--- src/rtl/tone_wave_gen.sv ---
`default_nettype none
// ============================================================================
// Module      : tone_wave_gen
// Description : Converts per-channel tone frequencies (Hz) into 50%-duty square
//               waves and signed 16-bit PCM samples. One iterative restoring
//               divider is shared by both channels. It turns each newly seen
//               audible tone into a half-period cycle count
//               (CLK_HZ / (2*tone)). Silent tones (0 Hz or above
//               MAX_AUDIBLE_HZ) bypass the divider and give a zero sample.
// Ports       : clk          system clock
//               rst          synchronous reset, active-high
//               toneL/toneR  tone per channel in Hz (32 bit)
//               volume       amplitude step 0..7 (0 = silent)
//               mute         force both samples to zero
//               sq_left/right     square waves
//               audio_left/right  signed 16-bit samples
//               busy         divider is computing a half-period
// Revision    : 1.0  initial release
// ============================================================================
module tone_wave_gen #(
  parameter int unsigned CLK_HZ         = 100_000_000,
  parameter int unsigned MAX_AUDIBLE_HZ = 20_000
) (
  input  logic        clk,
  input  logic        rst,
  input  logic [31:0] toneL,
  input  logic [31:0] toneR,
  input  logic [2:0]  volume,
  input  logic        mute,
  output logic        sq_left,
  output logic        sq_right,
  output logic [15:0] audio_left,
  output logic [15:0] audio_right,
  output logic        busy
);

  localparam logic [1:0]  S_IDLE   = 2'd0;
  localparam logic [1:0]  S_DIV    = 2'd1;
  localparam logic [1:0]  S_STORE  = 2'd2;
  localparam logic [31:0] DIVIDEND = CLK_HZ;
  localparam logic [31:0] MAX_AUD  = MAX_AUDIBLE_HZ;

  logic [1:0]  state, state_nx;

  // Index 0 = left, index 1 = right
  logic [31:0] tq    [2];   // registered tone inputs
  logic [31:0] com   [2];   // tone whose half-period is currently in use
  logic [31:0] lim   [2];   // half-period in cycles, 0 = silent
  logic [31:0] cnt   [2];
  logic [15:0] audio [2];
  logic [1:0]  sq;

  logic [31:0] t_lat;       // tone being divided
  logic        sel;         // channel being divided, 1 = right
  logic [4:0]  div_cnt;
  logic [33:0] rem;
  logic [31:0] quo;         // holds the dividend, then shifts in quotient bits

  logic        pick_l, pick_r, want, pick_sil;
  logic [31:0] pick_tone;
  logic [1:0]  commit;
  logic [31:0] commit_lim, commit_tone;

  logic [33:0] rem_sh, divisor;
  logic        ge;
  logic [15:0] amp;

  // Left channel has priority whenever both differ from their committed tone.
  assign pick_l    = (tq[0] != com[0]);
  assign pick_r    = (tq[1] != com[1]);
  assign want      = pick_l | pick_r;
  assign pick_tone = pick_l ? tq[0] : tq[1];
  assign pick_sil  = (pick_tone == 32'd0) || (pick_tone > MAX_AUD);

  // One restoring-division step: shift in the next dividend bit, subtract if possible
  assign rem_sh  = {rem[32:0], quo[31]};
  assign divisor = {1'b0, t_lat, 1'b0};
  assign ge      = (rem_sh >= divisor);

  assign amp = {1'b0, volume, 12'h000};

  // ---------------- state register ----------------
  always_ff @(posedge clk) begin
    if (rst) state <= S_IDLE;
    else     state <= state_nx;
  end

  // ---------------- next-state logic ----------------
  always_comb begin
    state_nx = state;
    case (state)
      S_IDLE:  if (want && !pick_sil) state_nx = S_DIV;
      S_DIV:   if (div_cnt == 5'd31)  state_nx = S_STORE;
      S_STORE: state_nx = S_IDLE;
      default: state_nx = S_IDLE;
    endcase
  end

  // ---------------- output / commit logic ----------------
  always_comb begin
    busy        = 1'b0;
    commit      = 2'b00;
    commit_lim  = 32'd0;
    commit_tone = 32'd0;
    case (state)
      S_IDLE: begin
        // Silent tones commit directly, no division needed
        if (want && pick_sil) begin
          commit      = pick_l ? 2'b01 : 2'b10;
          commit_tone = pick_tone;
        end
      end
      S_DIV: busy = 1'b1;
      S_STORE: begin
        commit      = sel ? 2'b10 : 2'b01;
        commit_lim  = quo;
        commit_tone = t_lat;
      end
      default: ;
    endcase
  end

  // ---------------- input registers and divider datapath ----------------
  always_ff @(posedge clk) begin
    if (rst) begin
      tq[0]   <= 32'd0;
      tq[1]   <= 32'd0;
      t_lat   <= 32'd0;
      sel     <= 1'b0;
      div_cnt <= 5'd0;
      rem     <= 34'd0;
      quo     <= 32'd0;
    end else begin
      tq[0] <= toneL;
      tq[1] <= toneR;
      if (state == S_IDLE) begin
        if (want && !pick_sil) begin
          t_lat   <= pick_tone;
          sel     <= !pick_l;
          div_cnt <= 5'd0;
          rem     <= 34'd0;
          quo     <= DIVIDEND;
        end
      end else if (state == S_DIV) begin
        rem     <= ge ? (rem_sh - divisor) : rem_sh;
        quo     <= {quo[30:0], ge};
        div_cnt <= div_cnt + 5'd1;
      end
    end
  end

  // ---------------- per-channel half-period counters and samples ----------------
  always_ff @(posedge clk) begin
    if (rst) begin
      for (int i = 0; i < 2; i++) begin
        com[i]   <= 32'd0;
        lim[i]   <= 32'd0;
        cnt[i]   <= 32'd0;
        audio[i] <= 16'd0;
      end
      sq <= 2'b00;
    end else begin
      for (int i = 0; i < 2; i++) begin
        // A fresh commit restarts the count but keeps the current wave level
        if (commit[i]) begin
          com[i] <= commit_tone;
          lim[i] <= commit_lim;
          cnt[i] <= 32'd0;
        end else if (lim[i] == 32'd0) begin
          cnt[i] <= 32'd0;
          sq[i]  <= 1'b0;
        end else if (cnt[i] == lim[i] - 32'd1) begin
          cnt[i] <= 32'd0;
          sq[i]  <= ~sq[i];
        end else begin
          cnt[i] <= cnt[i] + 32'd1;
        end

        if (mute || (volume == 3'd0) || (lim[i] == 32'd0))
          audio[i] <= 16'd0;
        else
          audio[i] <= sq[i] ? amp : (~amp + 16'd1);
      end
    end
  end

  assign sq_left     = sq[0];
  assign sq_right    = sq[1];
  assign audio_left  = audio[0];
  assign audio_right = audio[1];

endmodule
`default_nettype wire
--- config.mk ---
export PLATFORM = sky130hd
export DESIGN_NAME = tone_wave_gen
export DESIGN_NICKNAME = d
export VERILOG_FILES = /design/src/rtl/tone_wave_gen.sv
export SDC_FILE = /design/constraint.sdc
export NUM_CORES = 1
export LEC_CHECK = 0
export ABC_CLOCK_PERIOD_IN_PS = 6000
export BUFFER_PORTS_ARGS = -buffer_cell sky130_fd_sc_hd__buf_2
export CAP_MARGIN = 20
export CORE_ASPECT_RATIO = 1.1
export CORE_MARGIN = 2
export CORE_UTILIZATION = 64
export CTS_BUF_LIST = sky130_fd_sc_hd__clkbuf_8
export CTS_CLUSTER_SIZE = 25
export DETAILED_ROUTE_END_ITERATION = 10
export GPL_TIMING_DRIVEN = 0
export HOLD_SLACK_MARGIN = 0.1
export PLACE_DENSITY = 0.9
export SLEW_MARGIN = 20
export SYNTH_ARGS = -nofsm -noshare
export SYNTH_HDL_FRONTEND = slang
export SYNTH_SLANG_ARGS = --single-unit
export TNS_END_PERCENT = 30
--- constraint.sdc ---
create_clock -name clk -period 6 [get_ports clk]
set_clock_uncertainty 0.2 [all_clocks]
set_input_delay 0.6 -clock clk [delete_from_list [all_inputs] [get_ports clk]]
set_output_delay 0.6 -clock clk [all_outputs]
set_load 0.03 [all_outputs]
==> metrics.cfg <==
[status]
status = complete, no violations

[setup_path]
endpoint_kind = flip-flop
critPathArrivalTime_ns = 4.90
crit_type = flip-flop to flip-flop
slowest_delay_ns = 0.79
timing.rr.end = com[0][19]$_DFFE_PP_
critPathBufInv = 1
required_ns = 6.16
regToRegSetupSlack_ns = 1.25
setup.worst_path.start = com[0][19]$_DFFE_PP_
crit_family = compound AO/OA/AOI/OAI gates
cp-endpoint = com[0][19]$_DFFE_PP_
crit_chain = xor2_1, nor4_1, nand4_1, nor2_1, o2111ai_1, a21boi_1, o21ai_0, clkbuf_1, o21ai_1
rr_worst_depth = 9
crit_fanout = 10
crit_slowest_cell = o21ai_1
path_depth = 9
r2r_start = com[0][19]$_DFFE_PP_
start_kind = flip-flop

[floorplan]
initial_core_util = 0.645
rows = 66
die_h_um = 185
ios = 105
fp.dieW_um = 168
fp.coreArea_um2 = 29400
die-area_um2 = 31000

[power_and_ir_drop]
clkPwrFrac = 0.396
vdd_drop_max_uv = 255
p_leak_nw = 9.05
p_sw_frac = 0.264
p_int_mw = 4.17
p_per_area_nw_per_um2 = 256
comb_power_share = 0.100
power_frac_seq = 0.503
switchingPower_mw = 1.50

[detailed_routing]
dr.pass1.iters = 9
route.detailed.drc = 0
avgViaCountPerCell = 6.23
routed_wl_um = 54400
vias = 16128
wire_per_inst_um = 21.0
ant_nets = 0
drt_iter0_markers = 1840

[sta]
slew_violations = 0
final-setup-viol-count = 0
finalCriticalPeriod_ns = 4.75
hold_viol = 0
finalCritPeriodShare = 0.791
worst_pin_slew_ns = 1.07
max_freq_ghz = 0.211
finalHoldWorstSlack_ns = 0.169
rsz0062_at_grt = false
relSlewSlack = 0.290
timing.setup.tns_ns = 0

[clock_tree]
insertion_delay_ns = 0.67
cts_tree = yes
cts_buffers = 57
cts.clk_slew.worst_paths_ns = 0.09
htreeDepth = 2
cts_sinks = 371
clock-root-buffer = clkbuf_8
max-clock-path-buffers = 3
post-cts-setup-buffers = 0

[synth]
synth_warnings = 0
ys_types = 77
synth_edf_count = 200
syn_avg_cell_area_um2 = 10.2
async_flop_share = 0
synthTopCellsByArea = edfxtp_1 (32%), dfxtp_1 (18%), xor2_1 (5.4%), xnor2_1 (5.4%), mux2i_1 (3.4%)
synth_flop_cell = edfxtp_1
synth_top_area_frac = 0.317
synth.ff_latch_count = 371
yosysTopAreaCell = edfxtp_1
seq_area_frac_synth = 0.497
synthCells = 1866
syn_area_um2 = 19000

[layout]
final_nets = 2276
syn_to_final_growth_pct = 16.6
drive_above_1_share = 0.102

[worst_hold_path]
hp-class = input port to flip-flop

[grt]
grt_max_degree = 57
overflow = 0
grt_pass1_wl_um = 86100
grt_usage = 0.353
grt_pass1_vias = 16456
grt_antenna_before_repair = 3

[placed_design]
io_buffers = 80
gp_congestion = 0.951
dp_hpwl_um = 35300

[job]
cap_violations = 0

==> final cells by class <==
class / instances / area [um2]
Clock inverter: 37 / 230
Timing Repair Buffer: 146 / 1090
Fill cell: 1859 / 7290
Sequential cell: 371 / 9430
Buffer: 98 / 480
Inverter: 59 / 221
Multi-Input combinational cell: 1432 / 9210
Tap cell: 374 / 468
Antenna cell: 2 / 5.00
Clock buffer: 71 / 977
==> flip-flops by register name, indices dropped and copies added (netlist names) <==
| name | flops |
|---|---|
| sel | 1 |
| div_cnt | 5 |
| lim | 64 |
| quo | 32 |
| state | 2 |
| com | 64 |
| tq | 64 |
| t_lat | 32 |
| rem | 33 |
| sq | 2 |
| audio | 8 |
| cnt | 64 |
==> cell families after synthesis <==
| kind of cell | count (synthesis) | share of synthesized area |
|---|---|---|
| other | 2 | 0.000396 |
| AO/OA/AOI/OAI | 287 | 0.101 |
| multiplexers | 70 | 0.0373 |
| buffers and inverters | 157 | 0.0370 |
| XOR/XNOR | 235 | 0.109 |
| adder cells (fa/ha/maj) | 41 | 0.0274 |
| AND/OR/NAND/NOR | 703 | 0.191 |
| flip-flops | 371 | 0.497 |
==> layer usage <==
metal,share of wire,GRT usage,vias up
li1,-,-,7240
met1,0.35,0.393,7560
met2,0.48,0.603,973
met3,0.080,0.0681,353
met4,0.089,0.271,2
met5,0.00018,0,-
==> worst min path at each step <==
stage	start	endpoint	slack (ns)	cells past startpoint
floorplan	div_cnt[3]$_SDFFE_PP0P_	div_cnt[3]$_SDFFE_PP0P_	0.24	1
global placement	quo[0]$_SDFFE_PP0P_	quo[0]$_SDFFE_PP0P_	0.25	2
detailed placement	t_lat[19]$_SDFFE_PP0P_	t_lat[19]$_SDFFE_PP0P_	0.26	2
CTS	volume[0]	audio[1][12]$_SDFFCE_PN0P_	0.15	3
global route	volume[0]	audio[0][12]$_SDFFCE_PN0P_	0.18	3
finish	volume[0]	audio[1][12]$_SDFFCE_PN0P_	0.17	3
==> cells in the mapped netlist (all sizes together) (7+ instances only) <==
library cell,n
nor2,164
o21ai,83
nand2b,14
a22o,24
o31ai,11
clkbuf,60
dfxtp,171
o211ai,15
a21oi,40
a21o,14
and2,7
xor2,118
or4,27
inv,58
nor2b,75
edfxtp,200
mux2i,65
and3,58
buf,38
ha,40
nand4,31
nor4,48
or3,15
and4,8
xnor2,117
nor3,46
a211oi,25
nand2,142
nand3,49
a31oi,25
==> cell usage in the layout, fill, tap and decap left out, drive strengths merged, types with 31 or more instances in the layout <==
| master | synthesis | routed |
|---|---|---|
| o21ai | 83 | 83 |
| xor2 | 118 | 118 |
| xnor2 | 117 | 117 |
| nor4 | 48 | 48 |
| nor2 | 164 | 164 |
| nand4 | 31 | 31 |
| inv | 58 | 78 |
| nand3 | 49 | 49 |
| conb | 2 | 96 |
| edfxtp | 200 | 200 |
| and3 | 58 | 58 |
| nor2b | 75 | 75 |
| dlygate4sd3 | 0 | 64 |
| buf | 38 | 120 |
| ha | 40 | 40 |
| nor3 | 46 | 46 |
| a21oi | 40 | 40 |
| dfxtp | 171 | 171 |
| mux2i | 65 | 65 |
| clkbuf | 60 | 131 |
| nand2 | 142 | 142 |
==> worst register-to-register path, stage by stage (launching register included) <==
cell,delay [ns]
edfxtp_1,0.50
xor2_1,0.19
nor4_1,0.42
nand4_1,0.33
nor2_1,0.56
o2111ai_1,0.36
a21boi_1,0.40
o21ai_0,0.32
clkbuf_1,0.34
o21ai_1,0.79
==> stage by stage <==
stage                util  area [um2]  setup slack [ns]  cells  total power, mW
global placement    0.687       20200             0.301   2414             3.37
floorplan               -       19300              1.83   1960             3.25
CTS                 0.752       22100              1.41   2588             5.60
finish              0.752       22100              1.25   2590             5.66
global route        0.752       22100             0.925   2590             5.82
detailed placement  0.689       20200              1.48   2416             3.40
==> power by group through the flow <==
| stage | registers [mW] | clock network (mW) | logic [mW] |
|---|---|---|---|
| after floorplan | 2.88 | 0 | 0.371 |
| after global placement | 2.89 | 0 | 0.480 |
| after detailed placement | 2.90 | 0 | 0.500 |
| after CTS | 2.84 | 2.22 | 0.539 |
| after global routing | 2.86 | 2.35 | 0.614 |
| final | 2.85 | 2.25 | 0.568 |
==> repair_timing <==
item	CTS	global route
setup endpoints to repair	0	0
endpoints found under the hold margin	64	0
hold buffers	64	0
resized for setup	0	0
Note: power is estimated with default switching activity, not from simulation.
